## config.mk

```make
export PLATFORM = sky130hd
export DESIGN_NAME = alu_result_stage_flat
export DESIGN_NICKNAME = d
export VERILOG_FILES = /design/src/rtl/alu_result_stage_if.sv /design/src/rtl/alu_result_stage.sv /design/src/flat_wrapper.sv
export SDC_FILE = /design/constraint.sdc
export NUM_CORES = 1
export LEC_CHECK = 0
export CORE_MARGIN = 10
export CORE_UTILIZATION = 47
export CTS_CLUSTER_DIAMETER = 30
export DETAILED_ROUTE_END_ITERATION = 10
export HOLD_SLACK_MARGIN = 0.08
export PLACE_DENSITY = 0.87
export SYNTH_ARGS = -nofsm -noshare
export SYNTH_HDL_FRONTEND = slang
export SYNTH_SLANG_ARGS = --single-unit
```

## constraint.sdc

```tcl
create_clock -name clk -period 3.2 [get_ports clk]
set_clock_uncertainty 0.15 [all_clocks]
set_input_delay 0.96 -clock clk [delete_from_list [all_inputs] [get_ports clk]]
set_output_delay 0.96 -clock clk [all_outputs]
set_load 0.01 [all_outputs]
```

## src/rtl/alu_result_stage_if.sv

```systemverilog
// Handshake and result bus between the ALU-side FSM, the result stage and the
// register-file write port.
interface alu_result_stage_if #(
  parameter int DATA_W = 8
);
  logic              in_valid;
  logic              in_ready;
  logic [3:0]        alu_op;
  logic [DATA_W-1:0] alu_out;
  logic              alu_overflow;
  logic              alu_lt;
  logic              alu_eq;
  logic              alu_zero;
  logic [DATA_W-1:0] alu_hi;
  logic [DATA_W-1:0] alu_lo;
  logic              wb_valid;
  logic              wb_ready;
  logic [DATA_W-1:0] wb_data;
  logic [3:0]        wb_op;
  logic [DATA_W-1:0] hi_reg;
  logic [DATA_W-1:0] lo_reg;
  logic [3:0]        flags;
  logic              illegal_op;
  logic              clr_err;

  modport slave (
    input  in_valid, alu_op, alu_out, alu_overflow, alu_lt, alu_eq, alu_zero,
           alu_hi, alu_lo, wb_ready, clr_err,
    output in_ready, wb_valid, wb_data, wb_op, hi_reg, lo_reg, flags, illegal_op
  );

  modport master (
    output in_valid, alu_op, alu_out, alu_overflow, alu_lt, alu_eq, alu_zero,
           alu_hi, alu_lo, wb_ready, clr_err,
    input  in_ready, wb_valid, wb_data, wb_op, hi_reg, lo_reg, flags, illegal_op
  );
endinterface

```

## src/rtl/alu_result_stage.sv

```systemverilog
// Result capture stage after the ALU: writeback FIFO, HI/LO product registers,
// persistent {V, LT, EQ, Z} flags and a sticky illegal-opcode indicator.
module alu_result_stage #(
  parameter int DEPTH  = 2,
  parameter int DATA_W = 8
) (
  input logic               clk,
  input logic               rst,
  alu_result_stage_if.slave bus
);

  localparam int PTR_W = $clog2(DEPTH);
  localparam int CNT_W = PTR_W + 1;
  localparam int ENT_W = DATA_W + 4;
  localparam logic [CNT_W-1:0] CNT_ZERO = {CNT_W{1'b0}};
  localparam logic [CNT_W-1:0] CNT_ONE  = CNT_W'(1);
  localparam logic [CNT_W-1:0] CNT_FULL = CNT_W'(DEPTH);
  localparam logic [PTR_W-1:0] PTR_ZERO = {PTR_W{1'b0}};
  localparam logic [PTR_W-1:0] PTR_ONE  = PTR_W'(1);

  localparam logic [3:0] OP_ADD  = 4'b0000;
  localparam logic [3:0] OP_SUB  = 4'b0001;
  localparam logic [3:0] OP_MUL  = 4'b0010;
  localparam logic [3:0] OP_SHL  = 4'b0100;
  localparam logic [3:0] OP_SHR  = 4'b0101;
  localparam logic [3:0] OP_NAND = 4'b1100;
  localparam logic [3:0] OP_CMP  = 4'b1110;
  localparam logic [3:0] OP_EQ   = 4'b1111;

  logic [ENT_W-1:0]  mem_r [DEPTH];
  logic [PTR_W-1:0]  wr_ptr_r;
  logic [PTR_W-1:0]  rd_ptr_r;
  logic [PTR_W-1:0]  rd_next_s;
  logic [CNT_W-1:0]  count_r;
  logic [CNT_W-1:0]  count_next_s;
  logic              in_ready_r;
  logic              wb_valid_r;
  logic [DATA_W-1:0] wb_data_r;
  logic [3:0]        wb_op_r;
  logic [DATA_W-1:0] head_data_s;
  logic [3:0]        head_op_s;
  logic [DATA_W-1:0] hi_r;
  logic [DATA_W-1:0] lo_r;
  logic [3:0]        flags_r;
  logic [3:0]        flags_next_s;
  logic              illegal_r;
  logic              acc_s;
  logic              push_op_s;
  logic              mul_op_s;
  logic              illegal_op_s;
  logic              push_s;
  logic              pop_s;

  assign acc_s     = bus.in_valid & in_ready_r;
  assign push_s    = acc_s & push_op_s;
  assign pop_s     = wb_valid_r & bus.wb_ready;
  assign rd_next_s = pop_s ? (rd_ptr_r + PTR_ONE) : rd_ptr_r;

  // Opcode decode and the flag values an accepted result would produce
  always_comb begin
    push_op_s    = 1'b0;
    mul_op_s     = 1'b0;
    illegal_op_s = 1'b0;
    flags_next_s = flags_r;
    case (bus.alu_op)
      OP_ADD, OP_SUB: begin
        push_op_s       = 1'b1;
        flags_next_s[3] = bus.alu_overflow;
        flags_next_s[0] = bus.alu_zero;
      end
      OP_SHL, OP_SHR, OP_NAND: begin
        push_op_s       = 1'b1;
        flags_next_s[0] = ~|bus.alu_out;
      end
      OP_CMP: begin
        flags_next_s[3] = bus.alu_overflow;
        flags_next_s[2] = bus.alu_lt;
        flags_next_s[0] = bus.alu_zero;
      end
      OP_EQ:   flags_next_s[1] = bus.alu_eq;
      OP_MUL:  mul_op_s = 1'b1;
      default: illegal_op_s = 1'b1;
    endcase
  end

  // FIFO occupancy after this edge
  always_comb begin
    case ({push_s, pop_s})
      2'b10:   count_next_s = count_r + CNT_ONE;
      2'b01:   count_next_s = count_r - CNT_ONE;
      default: count_next_s = count_r;
    endcase
  end

  // Next head; a push into an otherwise empty queue becomes the head directly
  always_comb begin
    head_data_s = wb_data_r;
    head_op_s   = wb_op_r;
    if (count_next_s == CNT_ZERO) begin
      head_data_s = wb_data_r;
      head_op_s   = wb_op_r;
    end else if (push_s && (wr_ptr_r == rd_next_s)) begin
      head_data_s = bus.alu_out;
      head_op_s   = bus.alu_op;
    end else begin
      {head_op_s, head_data_s} = mem_r[rd_next_s];
    end
  end

  // Writeback FIFO storage, pointers and registered head/handshake outputs
  always_ff @(posedge clk or posedge rst) begin
    if (rst) begin
      wr_ptr_r   <= PTR_ZERO;
      rd_ptr_r   <= PTR_ZERO;
      count_r    <= CNT_ZERO;
      in_ready_r <= 1'b1;
      wb_valid_r <= 1'b0;
      wb_data_r  <= {DATA_W{1'b0}};
      wb_op_r    <= 4'b0000;
    end else begin
      if (push_s) begin
        mem_r[wr_ptr_r] <= {bus.alu_op, bus.alu_out};
        wr_ptr_r        <= wr_ptr_r + PTR_ONE;
      end
      rd_ptr_r   <= rd_next_s;
      count_r    <= count_next_s;
      in_ready_r <= (count_next_s != CNT_FULL);
      wb_valid_r <= (count_next_s != CNT_ZERO);
      wb_data_r  <= head_data_s;
      wb_op_r    <= head_op_s;
    end
  end

  // Flags, HI/LO and the sticky illegal-opcode bit (set beats clear)
  always_ff @(posedge clk or posedge rst) begin
    if (rst) begin
      flags_r   <= 4'b0000;
      hi_r      <= {DATA_W{1'b0}};
      lo_r      <= {DATA_W{1'b0}};
      illegal_r <= 1'b0;
    end else begin
      if (acc_s) begin
        flags_r <= flags_next_s;
      end
      if (acc_s && mul_op_s) begin
        hi_r <= bus.alu_hi;
        lo_r <= bus.alu_lo;
      end
      if (acc_s && illegal_op_s) begin
        illegal_r <= 1'b1;
      end else if (bus.clr_err) begin
        illegal_r <= 1'b0;
      end
    end
  end

  assign bus.in_ready   = in_ready_r;
  assign bus.wb_valid   = wb_valid_r;
  assign bus.wb_data    = wb_data_r;
  assign bus.wb_op      = wb_op_r;
  assign bus.hi_reg     = hi_r;
  assign bus.lo_reg     = lo_r;
  assign bus.flags      = flags_r;
  assign bus.illegal_op = illegal_r;

endmodule

```

## src/flat_wrapper.sv

```systemverilog
// flat-port wrapper written by rule: the top's interface ports become plain ports
module alu_result_stage_flat 
#(
  parameter int DEPTH  = 2,
  parameter int DATA_W = 8
)
  (clk, rst, bus_in_valid, bus_alu_op, bus_alu_out, bus_alu_overflow, bus_alu_lt, bus_alu_eq, bus_alu_zero, bus_alu_hi, bus_alu_lo, bus_wb_ready, bus_clr_err, bus_in_ready, bus_wb_valid, bus_wb_data, bus_wb_op, bus_hi_reg, bus_lo_reg, bus_flags, bus_illegal_op);
  alu_result_stage_if #(.DATA_W(DATA_W)) bus_i ();
  input logic clk;
  input logic rst;
  input wire logic [$bits(bus_i.in_valid)-1:0] bus_in_valid;
  input wire logic [$bits(bus_i.alu_op)-1:0] bus_alu_op;
  input wire logic [$bits(bus_i.alu_out)-1:0] bus_alu_out;
  input wire logic [$bits(bus_i.alu_overflow)-1:0] bus_alu_overflow;
  input wire logic [$bits(bus_i.alu_lt)-1:0] bus_alu_lt;
  input wire logic [$bits(bus_i.alu_eq)-1:0] bus_alu_eq;
  input wire logic [$bits(bus_i.alu_zero)-1:0] bus_alu_zero;
  input wire logic [$bits(bus_i.alu_hi)-1:0] bus_alu_hi;
  input wire logic [$bits(bus_i.alu_lo)-1:0] bus_alu_lo;
  input wire logic [$bits(bus_i.wb_ready)-1:0] bus_wb_ready;
  input wire logic [$bits(bus_i.clr_err)-1:0] bus_clr_err;
  output wire logic [$bits(bus_i.in_ready)-1:0] bus_in_ready;
  output wire logic [$bits(bus_i.wb_valid)-1:0] bus_wb_valid;
  output wire logic [$bits(bus_i.wb_data)-1:0] bus_wb_data;
  output wire logic [$bits(bus_i.wb_op)-1:0] bus_wb_op;
  output wire logic [$bits(bus_i.hi_reg)-1:0] bus_hi_reg;
  output wire logic [$bits(bus_i.lo_reg)-1:0] bus_lo_reg;
  output wire logic [$bits(bus_i.flags)-1:0] bus_flags;
  output wire logic [$bits(bus_i.illegal_op)-1:0] bus_illegal_op;
  assign bus_i.in_valid = bus_in_valid;
  assign bus_i.alu_op = bus_alu_op;
  assign bus_i.alu_out = bus_alu_out;
  assign bus_i.alu_overflow = bus_alu_overflow;
  assign bus_i.alu_lt = bus_alu_lt;
  assign bus_i.alu_eq = bus_alu_eq;
  assign bus_i.alu_zero = bus_alu_zero;
  assign bus_i.alu_hi = bus_alu_hi;
  assign bus_i.alu_lo = bus_alu_lo;
  assign bus_i.wb_ready = bus_wb_ready;
  assign bus_i.clr_err = bus_clr_err;
  assign bus_in_ready = bus_i.in_ready;
  assign bus_wb_valid = bus_i.wb_valid;
  assign bus_wb_data = bus_i.wb_data;
  assign bus_wb_op = bus_i.wb_op;
  assign bus_hi_reg = bus_i.hi_reg;
  assign bus_lo_reg = bus_i.lo_reg;
  assign bus_flags = bus_i.flags;
  assign bus_illegal_op = bus_i.illegal_op;
  alu_result_stage #(.DEPTH(DEPTH), .DATA_W(DATA_W)) u_core (.clk(clk), .rst(rst), .bus(bus_i));
endmodule
```

# Word-level counts from Yosys, hierarchy flattened
# Memories as Yosys holds them, arrays and structs flattened.
# Cells that the tools add are included.
# word_totals
reg_bits,39
ram_bits,24
in_bits,37
elab_cells,65
mem_count,1
# memory_table
memory,depth,word_bits,read_ports,rd_clocked_by_memory_dff,write_ports,line_no,text
u_core.mem_r,2,12,1,0,1,alu_result_stage.sv:30,logic [ENT_W-1:0] mem_r [DEPTH];
# op_classes
addsub,4
eq_ne,11
n_mux,12
bitwise,3
n_reduce_logical,20
# ops
op,n
OR reduction 8 bit,2
== test 4 bit (second input constant),3
== test 4 x 3 -> 1 bit (second input constant),2
two-way mux 1 bit,8
two-way mux 8 bit,1
AND reduction 2 bit,4
nonzero test 2 bit,3
OR reduction 3 bit,2
OR reduction 5 bit,1
== test 4 x 1 -> 1 bit (second input constant),1
== test 4 x 2 -> 1 bit (second input constant),1
logical AND 1 bit,4
zero test 4 bit,1
two-way mux 4 bit,1
one-hot mux 2 bit (2 select lines),1
AND 1 bit,3
adder 1 bit (second input constant),2
adder 2 x 1 -> 2 bit (second input constant),1
== test 2 x 1 -> 1 bit (second input constant),1
== test 2 bit (second input constant),1
zero test 1 bit,2
zero test 2 bit,1
!= test 2 bit (second input constant),1
one-hot mux 1 bit (2 select lines),1
other kinds (2),2

# Longest topological paths before layout
# logic_depth
word_depth,7
ltp_mapped,9

# Worst setup path after synthesis
# No wires, ideal clock.
# synth_timing
path_kind,input -> register
from,input bus_alu_op[0]
to,register u_core.wb_data_r[0] (netlist: u_core.bus.wb_data[0])
arrival_time_ps,2967
required_time_ps,2901
path_slack_ps,-66
cell_stages,8
path_cell_list,nand2b_1 a211o_1 buf_6 ha_1 nor3b_1 a31oi_1 nor3b_2 a221oi_1
# synth_between
elab_chain_len,7
word_cells_on_any_way,14
cone_classes,6 x eq/ne; 3 x mux; 1 x bitwise; 4 x reduce/logical
# synth_rtl
element,line_no,text
start: declaration,flat_wrapper.sv:12,input wire logic [$bits(bus_i.alu_op)-1:0] bus_alu_op;
== test 4 x 3 -> 1 bit (tied with other cells),alu_result_stage.sv:65,case (bus.alu_op)
OR reduction 5 bit (no source line) *,--,
two-way mux 1 bit *,alu_result_stage.sv:65,
AND 1 bit *,alu_result_stage.sv:55,assign push_s = acc_s & push_op_s;
== test 2 x 1 -> 1 bit or == test 2 bit (tied branches),alu_result_stage.sv:88,"case ({push_s, pop_s})"
one-hot mux 2 bit (2 select lines),alu_result_stage.sv:88,
zero test 2 bit,alu_result_stage.sv:99,if (count_next_s == CNT_ZERO) begin
end signal: assignment,alu_result_stage.sv:118,wb_data_r <= {DATA_W{1'b0}};
end signal: assignment,alu_result_stage.sv:129,wb_data_r <= head_data_s;
end: declaration,alu_result_stage.sv:38,logic [DATA_W-1:0] wb_data_r;
# Mark *: on every way between the ends. The rest lies on a longest branch, timed or not.
# A chain may end at the register's enable or synchronous reset.

# Final worst setup path
# Same ends and word-level chain as after synthesis.

==> results.json <==
{
  "status": "completed",
  "ys_ff_latch": 63,
  "syn_inst": 183,
  "synth.area.mux_share_pct": 13.3,
  "seq_area_frac_synth_pct": 65.1,
  "grt-ovfl-total": 0,
  "drt_iter0_drc": 66,
  "largest_reg_flops": 24,
  "regArea_um2": 1700,
  "rsz0062_at_grt": "false",
  "hp-start": "u_core.bus.lo_reg[7]$_DFFE_PP0P_",
  "synth_fa_ha_area_share_pct": 0.480,
  "h-tree-depth": 3,
  "cts_resized": 0,
  "nets": 322,
  "grt_pass1_vias": 2038,
  "top_usage_layer": "met2",
  "r2r_slack_ps": 740,
  "end_kind": "register",
  "coreArea_um2": 5440,
  "cp_data_required_time_ps": 3270,
  "top_register": "u_core.mem_r",
  "cp-startpoint": "bus_alu_op[0]",
  "die_area_um2": 8920,
  "synthSimpleGateAreaFrac_pct": 6.58,
  "syn_avg_cell_area_um2": 14.2,
  "dpl_cell_area_um2": 3550,
  "met2_usage_pct": 23.6,
  "synth-edff-count": 24,
  "slew_headroom_pct": 67.3,
  "worstHoldPathType": "reg2reg",
  "synth_compound_area_share_pct": 6.91,
  "met1_usage_pct": 16.8,
  "start_util_pct": 47.9,
  "vias_per_cell": 5.16,
  "tritoncts": "done",
  "synth.distinct_cells": 36,
  "place.gp.congestion": 0.800,
  "syn2layout_area_growth_pct": 46.2,
  "period_minus_slack_ps": 3070,
  "dp_cells": 345,
  "drv_cap": 0,
  "postRouteAntennaNets": 0,
  "crit_arrival_ps": 3140,
  "clk_latency_ps": 330,
  "grt_usage_pct": 14.6,
  "period_share_pct": 95.8,
  "cts_setup_buffers": 0,
  "rows": 27,
  "hold_viol_final": 0,
  "peakVddDrop_mv": 0.475,
  "cts.sinks": 63,
  "synth-xor-area-share_pct": 2.88,
  "ioPinCount": 72,
  "num-fill-cells": 391,
  "diodes": 0,
  "yosys_most_used_dff": "dfrtp_1",
  "syn_nets": 221,
  "p_per_area_nw_per_um2": 863,
  "clk_pin_slew_ps": 60,
  "hold_buffers": 0,
  "yosys_warnings": 0,
  "die_x_um": 94.5,
  "drive_gt1_share_pct": 25.3,
  "syn_area_um2": 2610,
  "synth_top_family_by_area": "multiplexers",
  "r2r-start": "u_core.bus.in_ready$_DFF_PP1_",
  "stdcell_count": 361,
  "worst_slew_pin_slew_ps": 490,
  "dp_hpwl_mm": 4.77,
  "path_class": "in2reg",
  "cp_max_fo": 6,
  "grt_util_met3_pct": 6.03,
  "multi_input_area_um2": 871,
  "clockBufferDepth": 2,
  "final_area_um2": 3810,
  "async_flop_share_pct": 61.9,
  "wl_per_cell_um": 17.3,
  "p_leak_nw": 1.58,
  "fp.dieH_um": 94.5,
  "drv_slew": 0,
  "drtPass1Iterations": 4,
  "setup_violations": 0,
  "whs_ps": 355,
  "grt_max_degree": 40,
  "drc": 0,
  "grt_pass1_wl_mm": 10.2,
  "antenna_found_initial": 0,
  "cts_buffers": 9,
  "clock-root-buffer": "clkbuf_8",
  "drt_wl_total_mm": 6.25,
  "vias": 1861,
  "numPortBuffers": 71,
  "startpoint_type": "primary input",
  "max_freq_mhz": 326
}
## worst max-delay path, stage by stage
cell	delay [ps]
clkdlybuf4s50_1	420
nand2b_1	170
a211o_1	320
ha_4	290
nor3b_4	170
a31oi_2	70
buf_4	180
o21a_1	120
buf_4	170
a221oi_1	270
## power by group
part	internal, mW	switching (mW)
clock	0.358	0.285
combinational	0.819	0.606
sequential	1.07	0.146
total	2.25	1.04
## stage by stage
stage / total power [mW] / setup WS (ps) / setup TNS, ps / utilization, %
after floorplan: 1.89 / 7.46 / 0 / -
after global placement: 2.52 / -183 / -1950 / 65.2
after detailed placement: 2.58 / -329 / -3040 / 65.2
after CTS: 3.23 / 16.9 / 0 / 68.6
after global routing: 3.48 / 10.7 / 0 / 70.1
final: 3.29 / 134 / 0 / 70.1
## per-layer routing
| metal | routed length (µm) | part of all wire [%] |
|---|---|---|
| met5 | 0 | 0 |
| met4 | 96 | 1.5 |
| met2 | 3190 | 51 |
| met3 | 498 | 8.0 |
| met1 | 2470 | 39 |
## cell type report
| class | instances | share of cell area [%] |
|---|---|---|
| sequential | 63 | 44.6 |
| timing repair buffer | 97 | 23.8 |
| multi-input combinational | 96 | 22.8 |
| clock buffer | 12 | 3.55 |
| tap | 72 | 2.36 |
| inverter | 17 | 1.67 |
| clock inverter | 4 | 1.25 |
## Yosys cell counts, types with 3 or more instances
library cell,number,area (µm²)
nand2_1,3,11.3
edfxtp_1,24,721
buf_2,3,15.0
nor3_1,4,20.0
a221oi_1,10,87.6
dfrtp_1,38,951
inv_1,17,63.8
mux2_2,20,225
buf_6,4,45.0
mux2i_1,12,120
nor2_1,14,52.6
xnor2_1,4,35.0
## cell usage in the layout, fill, tap and decap left out, types with 3 or more instances in the layout
cell              n
mux2i_1          12
dfrtp_1          38
mux2_2           20
nand2_1           3
a221oi_2          8
nor2_1           14
edfxtp_1         24
xnor2_1           4
nor3_1            4
clkbuf_8          9
clkdlybuf4s50_1  71
clkbuf_1          3
inv_1            17
buf_4            26
## logic make-up after synthesis
family,after synthesis
mux,32
compound gates,23
xor+xnor,7
simple gates,33
fa+ha+maj,1
flops,63
buf+inv,24
## path summary, 6_finish.rpt
kind	depth (start not counted)	endpoint
max	10	u_core.bus.wb_data[0]$_DFFE_PP0P_
min	1	u_core.bus.lo_reg[7]$_DFFE_PP0P_
max reg2reg	9	u_core.bus.wb_data[0]$_DFFE_PP0P_
min reg2reg	1	u_core.bus.lo_reg[7]$_DFFE_PP0P_
max in group asynchronous	3	u_core.bus.lo_reg[7]$_DFFE_PP0P_
min in group asynchronous	3	u_core.bus.wb_valid$_DFF_PP0_
(Power assumes the default switching activity.)
